File: src/rtl/mux41_arb_pkg.sv
// Shared types and the round-robin pick helper for the 4:1 select arbiter.
package mux41_arb_pkg;

  localparam int NUM_REQ = 4;

  typedef enum logic {IDLE, GRANT} state_t;
  typedef logic [1:0] idx_t;

  // First set request bit scanning ptr, ptr+1, ptr+2, ptr+3 (mod 4).
  function automatic idx_t rr_pick(input logic [NUM_REQ-1:0] req, input idx_t ptr);
    idx_t pick;
    idx_t cand;
    pick = ptr;
    for (int k = NUM_REQ - 1; k >= 0; k--) begin
      cand = ptr + idx_t'(k);
      if (req[cand]) pick = cand;
    end
    return pick;
  endfunction

endpackage

File: src/rtl/mux41_sel.sv
// Two-level 4:1 select tree: s0 picks within each pair, s1 picks the pair.
module mux41_sel #(
  parameter int DATA_WIDTH = 1
) (
  input  logic [DATA_WIDTH-1:0] in0,
  input  logic [DATA_WIDTH-1:0] in1,
  input  logic [DATA_WIDTH-1:0] in2,
  input  logic [DATA_WIDTH-1:0] in3,
  input  logic                  s0,
  input  logic                  s1,
  output logic [DATA_WIDTH-1:0] y
);

  logic [DATA_WIDTH-1:0] mux1;
  logic [DATA_WIDTH-1:0] mux2;

  assign mux1 = s0 ? in1 : in0;
  assign mux2 = s0 ? in3 : in2;
  assign y    = s1 ? mux2 : mux1;

endmodule

File: src/rtl/mux41_rr_arbiter.sv
// Round-robin burst arbiter feeding a shared 4:1 select path into a
// registered valid/ready output stage.
//
// state | meaning
// IDLE  | no grant; picks next requester from ptr when any req is set
// GRANT | {s1,s0} owns the path; moves one beat per cycle when output is free
module mux41_rr_arbiter
  import mux41_arb_pkg::*;
#(
  parameter int DATA_WIDTH = 1,
  parameter int MAX_BURST  = 4
) (
  input  logic                  clk,
  input  logic                  rst_n,
  input  logic [NUM_REQ-1:0]    req,
  input  logic [DATA_WIDTH-1:0] in0,
  input  logic [DATA_WIDTH-1:0] in1,
  input  logic [DATA_WIDTH-1:0] in2,
  input  logic [DATA_WIDTH-1:0] in3,
  output logic [NUM_REQ-1:0]    ack,
  output logic [NUM_REQ-1:0]    gnt,
  output logic                  s0,
  output logic                  s1,
  output logic                  out_valid,
  output logic [DATA_WIDTH-1:0] out_data,
  input  logic                  out_ready
);

  localparam int BW = $clog2(MAX_BURST + 1);
  localparam logic [BW-1:0] LAST_BEAT = BW'(MAX_BURST - 1);

  state_t                state_q, state_d;
  idx_t                  ptr_q, ptr_d;
  idx_t                  sel_q, sel_d;
  idx_t                  pick;
  logic [NUM_REQ-1:0]    gnt_q, gnt_d;
  logic [BW-1:0]         burst_q, burst_d;
  logic                  valid_d;
  logic [DATA_WIDTH-1:0] data_d;
  logic [DATA_WIDTH-1:0] sel_word;
  logic                  free;
  logic                  xfer;

  mux41_sel #(.DATA_WIDTH(DATA_WIDTH)) u_sel (
    .in0 (in0),
    .in1 (in1),
    .in2 (in2),
    .in3 (in3),
    .s0  (sel_q[0]),
    .s1  (sel_q[1]),
    .y   (sel_word)
  );

  always_ff @(posedge clk or negedge rst_n) begin
    if (!rst_n) begin
      state_q   <= IDLE;
      ptr_q     <= '0;
      sel_q     <= '0;
      gnt_q     <= '0;
      burst_q   <= '0;
      out_valid <= 1'b0;
      out_data  <= '0;
    end else begin
      state_q   <= state_d;
      ptr_q     <= ptr_d;
      sel_q     <= sel_d;
      gnt_q     <= gnt_d;
      burst_q   <= burst_d;
      out_valid <= valid_d;
      out_data  <= data_d;
    end
  end

  always_comb begin
    state_d = state_q;
    ptr_d   = ptr_q;
    sel_d   = sel_q;
    gnt_d   = gnt_q;
    burst_d = burst_q;
    valid_d = out_valid;
    data_d  = out_data;
    xfer    = 1'b0;
    free    = !out_valid || out_ready;
    pick    = rr_pick(req, ptr_q);

    if (out_valid && out_ready) valid_d = 1'b0;

    case (state_q)
      IDLE: begin
        if (|req) begin
          gnt_d   = NUM_REQ'(1) << pick;
          sel_d   = pick;
          burst_d = '0;
          state_d = GRANT;
        end
      end
      GRANT: begin
        if (!req[sel_q]) begin
          state_d = IDLE;
          ptr_d   = sel_q + 2'd1;
          gnt_d   = '0;
        end else if (free) begin
          // a pop in this same cycle is overridden by the new load
          xfer    = 1'b1;
          valid_d = 1'b1;
          data_d  = sel_word;
          burst_d = burst_q + 1'b1;
          if (burst_q == LAST_BEAT) begin
            state_d = IDLE;
            ptr_d   = sel_q + 2'd1;
            gnt_d   = '0;
          end
        end
      end
      default: state_d = IDLE;
    endcase
  end

  assign ack = xfer ? gnt_q : '0;
  assign gnt = gnt_q;
  assign s0  = sel_q[0];
  assign s1  = sel_q[1];

endmodule

File: config.mk
export PLATFORM = sky130hd
export DESIGN_NAME = mux41_rr_arbiter
export DESIGN_NICKNAME = d
export VERILOG_FILES = /design/src/rtl/mux41_arb_pkg.sv /design/src/rtl/mux41_sel.sv /design/src/rtl/mux41_rr_arbiter.sv
export SDC_FILE = /design/constraint.sdc
export NUM_CORES = 1
export LEC_CHECK = 0
export ABC_CLOCK_PERIOD_IN_PS = 3100
export CAP_MARGIN = 20
export CELL_PAD_IN_SITES_DETAIL_PLACEMENT = 0
export CELL_PAD_IN_SITES_GLOBAL_PLACEMENT = 1
export CORE_ASPECT_RATIO = 0.75
export CORE_MARGIN = 2
export CORE_UTILIZATION = 30
export CTS_CLUSTER_SIZE = 12
export DETAILED_ROUTE_END_ITERATION = 10
export GPL_ROUTABILITY_DRIVEN = 1
export HOLD_SLACK_MARGIN = 0.12
export PLACE_DENSITY = 0.65
export SETUP_SLACK_MARGIN = 0.3
export SLEW_MARGIN = 20
export SYNTH_ARGS = -nofsm -noshare
export SYNTH_HDL_FRONTEND = slang
export SYNTH_SLANG_ARGS = --single-unit
export TNS_END_PERCENT = 10
File: constraint.sdc
create_clock -name clk -period 3.1 [get_ports clk]
set_input_delay 0.31 -clock clk [delete_from_list [all_inputs] [get_ports clk]]
set_output_delay 0.31 -clock clk [all_outputs]
set_load 0.02 [all_outputs]
After elaboration in Yosys (flattened, before gate mapping)
Index checks and enable logic that the tools add are counted.
Cells by class
  equal/unequal tests: 8
  shift operators: 1
  magnitude comparators: 5
  multiplexer cells: 42
  add/subtract/negate cells: 5
  bitwise gates (word level): 1
  reductions and logical operators: 9
Operators with widths (number)
  4-bit 2-to-1 mux: 5
  1-bit 2-to-1 mux: 19
  2-bit by 3-bit < comparator with 1-bit output (second input constant): 5
  2-bit 2-to-1 mux: 7
  3-bit AND reduction: 4
  1-bit binary-select mux with 2-bit select: 5
  3-bit 2-to-1 mux: 3
  4-bit one-hot mux with 2 select lines: 1
  2-bit by 1-bit inequality test with 1-bit output (second input constant): 3
  3-bit one-hot mux with 2 select lines: 1
  2-bit by 1-bit adder with 2-bit output (second input constant): 2
  2-bit adder (second input constant): 2
  2-bit inequality test (second input constant): 2
  4-bit OR reduction: 1
  1-bit by 2-bit << shifter with 4-bit output (first input constant): 1
  3-bit by 1-bit adder with 3-bit output (second input constant): 1
  3-bit by 2-bit == test with 1-bit output (second input constant): 1
  3-bit by 2-bit inequality test with 1-bit output (second input constant): 1
  3-bit inequality test (second input constant): 1
  1-bit one-hot mux with 2 select lines: 1
  2-bit AND reduction: 1
  1-bit logical AND: 1
  1-bit logical NOT: 1
  1-bit logical OR: 1
  1-bit inverter: 1
Storage, ports and cells
  output and inout port bits: 12
  register bits: 14

Longest topological paths before layout
  word-level depth: 10
  mapped depth: 5

Modules after synthesis
Synthesis repeated with hierarchy kept, for this count alone.
Second synthesis, totals
  cells, all modules: 76
  area, all modules: 787.0 um^2
Modules (own cells, without submodules)
  mux41_rr_arbiter: sequential area each 350.3 um^2, times used 1, cells each 75, area each 764.5 um^2
  mux41_sel: sequential area each 0.0 um^2, times used 1, cells each 1, area each 22.5 um^2

Least setup slack after synthesis
OpenSTA, ideal clock, no wires.
  path type: reg2out
  start point: reg sel_q[1]
  end point: out ack[0]
  buffers on the path: 1
  arrival time: 1.611 ns
  required time: 2.790 ns
  path slack: 1.179 ns
  cell stages (with the launch flop): 5
  cells stage by stage: dfrtp_1 > mux4_2 > and3_4 > buf_6 > and2_2
On the way
  longest elaborated chain between the ends: 5
Ends and longest elaborated chain
  start: declaration: line mux41_rr_arbiter.sv:34  | idx_t sel_q, sel_d;
  start signal: assignment: line mux41_rr_arbiter.sv:66  | sel_q <= sel_d;
  1-bit binary-select mux with 2-bit select: line mux41_rr_arbiter.sv:98  | if (!req[sel_q]) begin
  1-bit 2-to-1 mux (not written as such): line mux41_rr_arbiter.sv:98
  1-bit 2-to-1 mux: line mux41_rr_arbiter.sv:98
  1-bit 2-to-1 mux: line mux41_rr_arbiter.sv:88  | case (state_q)
  4-bit 2-to-1 mux: line mux41_rr_arbiter.sv:119  | assign ack = xfer ? gnt_q : '0;
  end: declaration: line mux41_rr_arbiter.sv:20  | output logic [NUM_REQ-1:0] ack,
No other way between the ends. The select of a mux whose other input is x is not followed.

Final worst setup path
  start point: in req[1]
  end point: out ack[1]
On the way
  longest elaborated chain between the ends: 5
Ends and longest elaborated chain
  start: declaration: line mux41_rr_arbiter.sv:15  | input logic [NUM_REQ-1:0] req,
  1-bit binary-select mux with 2-bit select: line mux41_rr_arbiter.sv:98
  1-bit 2-to-1 mux (not written as such): line mux41_rr_arbiter.sv:98
  1-bit 2-to-1 mux: line mux41_rr_arbiter.sv:98
  1-bit 2-to-1 mux: line mux41_rr_arbiter.sv:88
  4-bit 2-to-1 mux: line mux41_rr_arbiter.sv:119
No other way between the ends. The select of a mux whose other input is x is not followed.

==> metrics <==
CTS max path bufs 2; Reg clk slew, reported paths approximately 0.10 ns; dpl hpwl between 1000 and 1500 microns; DRT Wirelength 1680 microns; routed wl met2 722 microns; start point of the critical path req[1]; H-tree Lvls 1; Tmin final between 2 and 3 ns; R2R Setup Slk ~1.4 ns; Detailed Route Iter0 Violations 34; LEAKAGE 0.4613 nW; wire per inst around 13 microns; WHS between 0.4 and 0.5 ns; fin nets approximately 110; most frequent cells in the layout clkdlybuf4s50_1 (22), dfrtp_1 (14), nand2_1 (7); post-synth design cell area between 700 and 800 sq um; vias in the first global route between 500 and 600; n_diodes 0; Worst Reg-to-Reg Cells 5; Core Region about 0.0024 sq mm; initial antenna violation count 0; synth unique cells 29; Primary FF master, synth dfrtp_1; uppermost layer routed met4; status completed; final setup vio count 0; layout cell share with drive strength beyond 1 approximately 14%; post-place setup slack between 0.4 and 0.5 ns; Post-Syn Area per Cell between 10 and 15 sq um; PostCTS Resize Cnt 0; worst flop-to-flop path endpoint ptr_q[1]; initial core utilization approximately a third; FF+latch count, synth 14; fraction of the yosys area taken by sequential cells between 40% and 50%; Post-Syn Instances 70; final setup skew roughly 0.010 ns; DR vias/cell 4.883; Die ar. between 0.003 and 0.004 sq mm; EDFF count, synth 0; clk root buf clkbuf_4; Final Hold Fails 0; Die Ht roughly 48 microns; most common cell after layout, fill and taps aside clkdlybuf4s50_1; Synth Warn # 0; first-pass GRT wire length approximately 2900 microns; largest net degree at the start of global routing 15; post-route ant nets 0; Slew Viols, Final 0; startpoint types input pin; Req. time, crit path approximately 2.8 ns; Worst slew margin 56.47%; Max Clk Rate 380.6 MHz; fillcell total roughly 240; RD Place Congestion between 0.7 and 0.8; RR Startpoint burst_q[0]; met1 wire length approximately 850 microns; Vias 625; Area Overhead vs Synth 36.44%; crit path capture type output port; syn_nets between 80 and 90; Row Count 15; worst setup margin 0.4723 ns; drc violations 0; Worst EP arrival 2.32 ns; Final TNS setup 0 ns; worst-margin pin slew about 0.65 ns; PortBufs 22; PwrDens roughly 940 mW/mm^2; die width approximately 63 microns; CTS buffer count 3; buffer count from post-CTS setup fixing 0; max-cap viol count 0; DR WL met3 ~94 microns; Global Route Usage Sum around 13%; DR pass1 iterations 4; total gr overflow 0; worst min path class input pin to async pin; Post-synth ARST share 100.0%; critical path class input pin to output port; clk_lat worst skew ~0.28 ns; fin crit share ~85%; CTS Hold Bufs 0; CTS Sinks 14; I/O pin total 23; RSZ-0062 raised after global routing false; TritonCTS clock tree done; Max FO, Critical Path 9; Peak VDD IR between 400 and 500 uV
[sequential cells by signal, summed over array words and instances (netlist names)]
| signal | flops |
|---|---|
| gnt | 4 |
| burst_q | 3 |
| ptr_q | 2 |
| sel_q | 2 |
| out_data | 1 |
| out_valid | 1 |
| state_q | 1 |
[worst max path at each step]
stage | end | depth (start not counted)
2_1_floorplan | ack[0] | 4
3_3_place_gp | ack[1] | 5
3_5_place_dp | ack[3] | 5
4_1_cts | ack[1] | 5
5_1_grt | ack[2] | 4
6_report | ack[1] | 5
[per-stage QoR]
step	cells	total power, mW	util [%]	area, sq um
after global routing	128	1.089	44.62	1064
after global placement	124	0.8697	43.10	1027
final	128	0.9996	44.62	1064
after CTS	128	1.013	44.62	1064
after detailed placement	124	0.8737	43.10	1027
after floorplan	70	0.6907	-	779.5
[synth_stat cells (all sizes together), types with 2 or more instances]
cell type	n	area, sq um
a21o	2	15.01
a32o	4	40.04
and2	5	36.29
dfrtp	14	350.3
ha	2	25.02
inv	3	11.26
mux2	2	26.27
mux2i	3	30.03
mux4	2	48.80
nand2	7	26.28
nor2	5	18.77
nor2b	4	25.02
o21ai	5	28.78
[kinds of logic (layout without fill, tap and decap cells)]
family / after synthesis / in the layout / synth area share (%)
AND/OR/NAND/NOR: 24 / 24 / 17.18
XOR/XNOR: 1 / 1 / 1.124
flip-flops: 14 / 14 / 44.94
adder cells (fa/ha/maj): 2 / 2 / 3.210
multiplexers: 7 / 7 / 13.48
buffers and inverters: 5 / 29 / 3.370
AO/OA/AOI/OAI: 17 / 17 / 16.70
[final cells by class]
type	count	area, sq um	share of cell area (%)
Multi-Input combinational cell	51	402.9	37.88
Timing Repair Buffer	22	220.2	20.71
Sequential cell	14	350.3	32.94
Tap cell	34	42.54	4.000
Inverter	3	11.26	1.059
Clock buffer	4	36.28	3.412
[where the power goes]
| group | internal (mW) | switching [mW] | total [mW] | leakage [nW] |
|---|---|---|---|---|
| Clock | 0.0715 | 0.0629 | 0.134 | 0.0210 |
| Combinational | 0.266 | 0.249 | 0.515 | 0.265 |
| Sequential | 0.267 | 0.0838 | 0.351 | 0.176 |
[worst max-delay path, cell delays in order]
cell,delay [ns]
clkdlybuf4s50_1,0.50
mux4_2,0.53
and3_4,0.24
and2_2,0.19
clkdlybuf4s50_1,0.53
[layer usage]
layer | global-route usage (%) | vias to the layer above
met5 | 0 | -
met4 | 4.000 | 0
met3 | 4.850 | 2
met2 | 20.64 | 15
met1 | 16.88 | 302
li1 | - | 306
(Power assumes the default switching activity.)
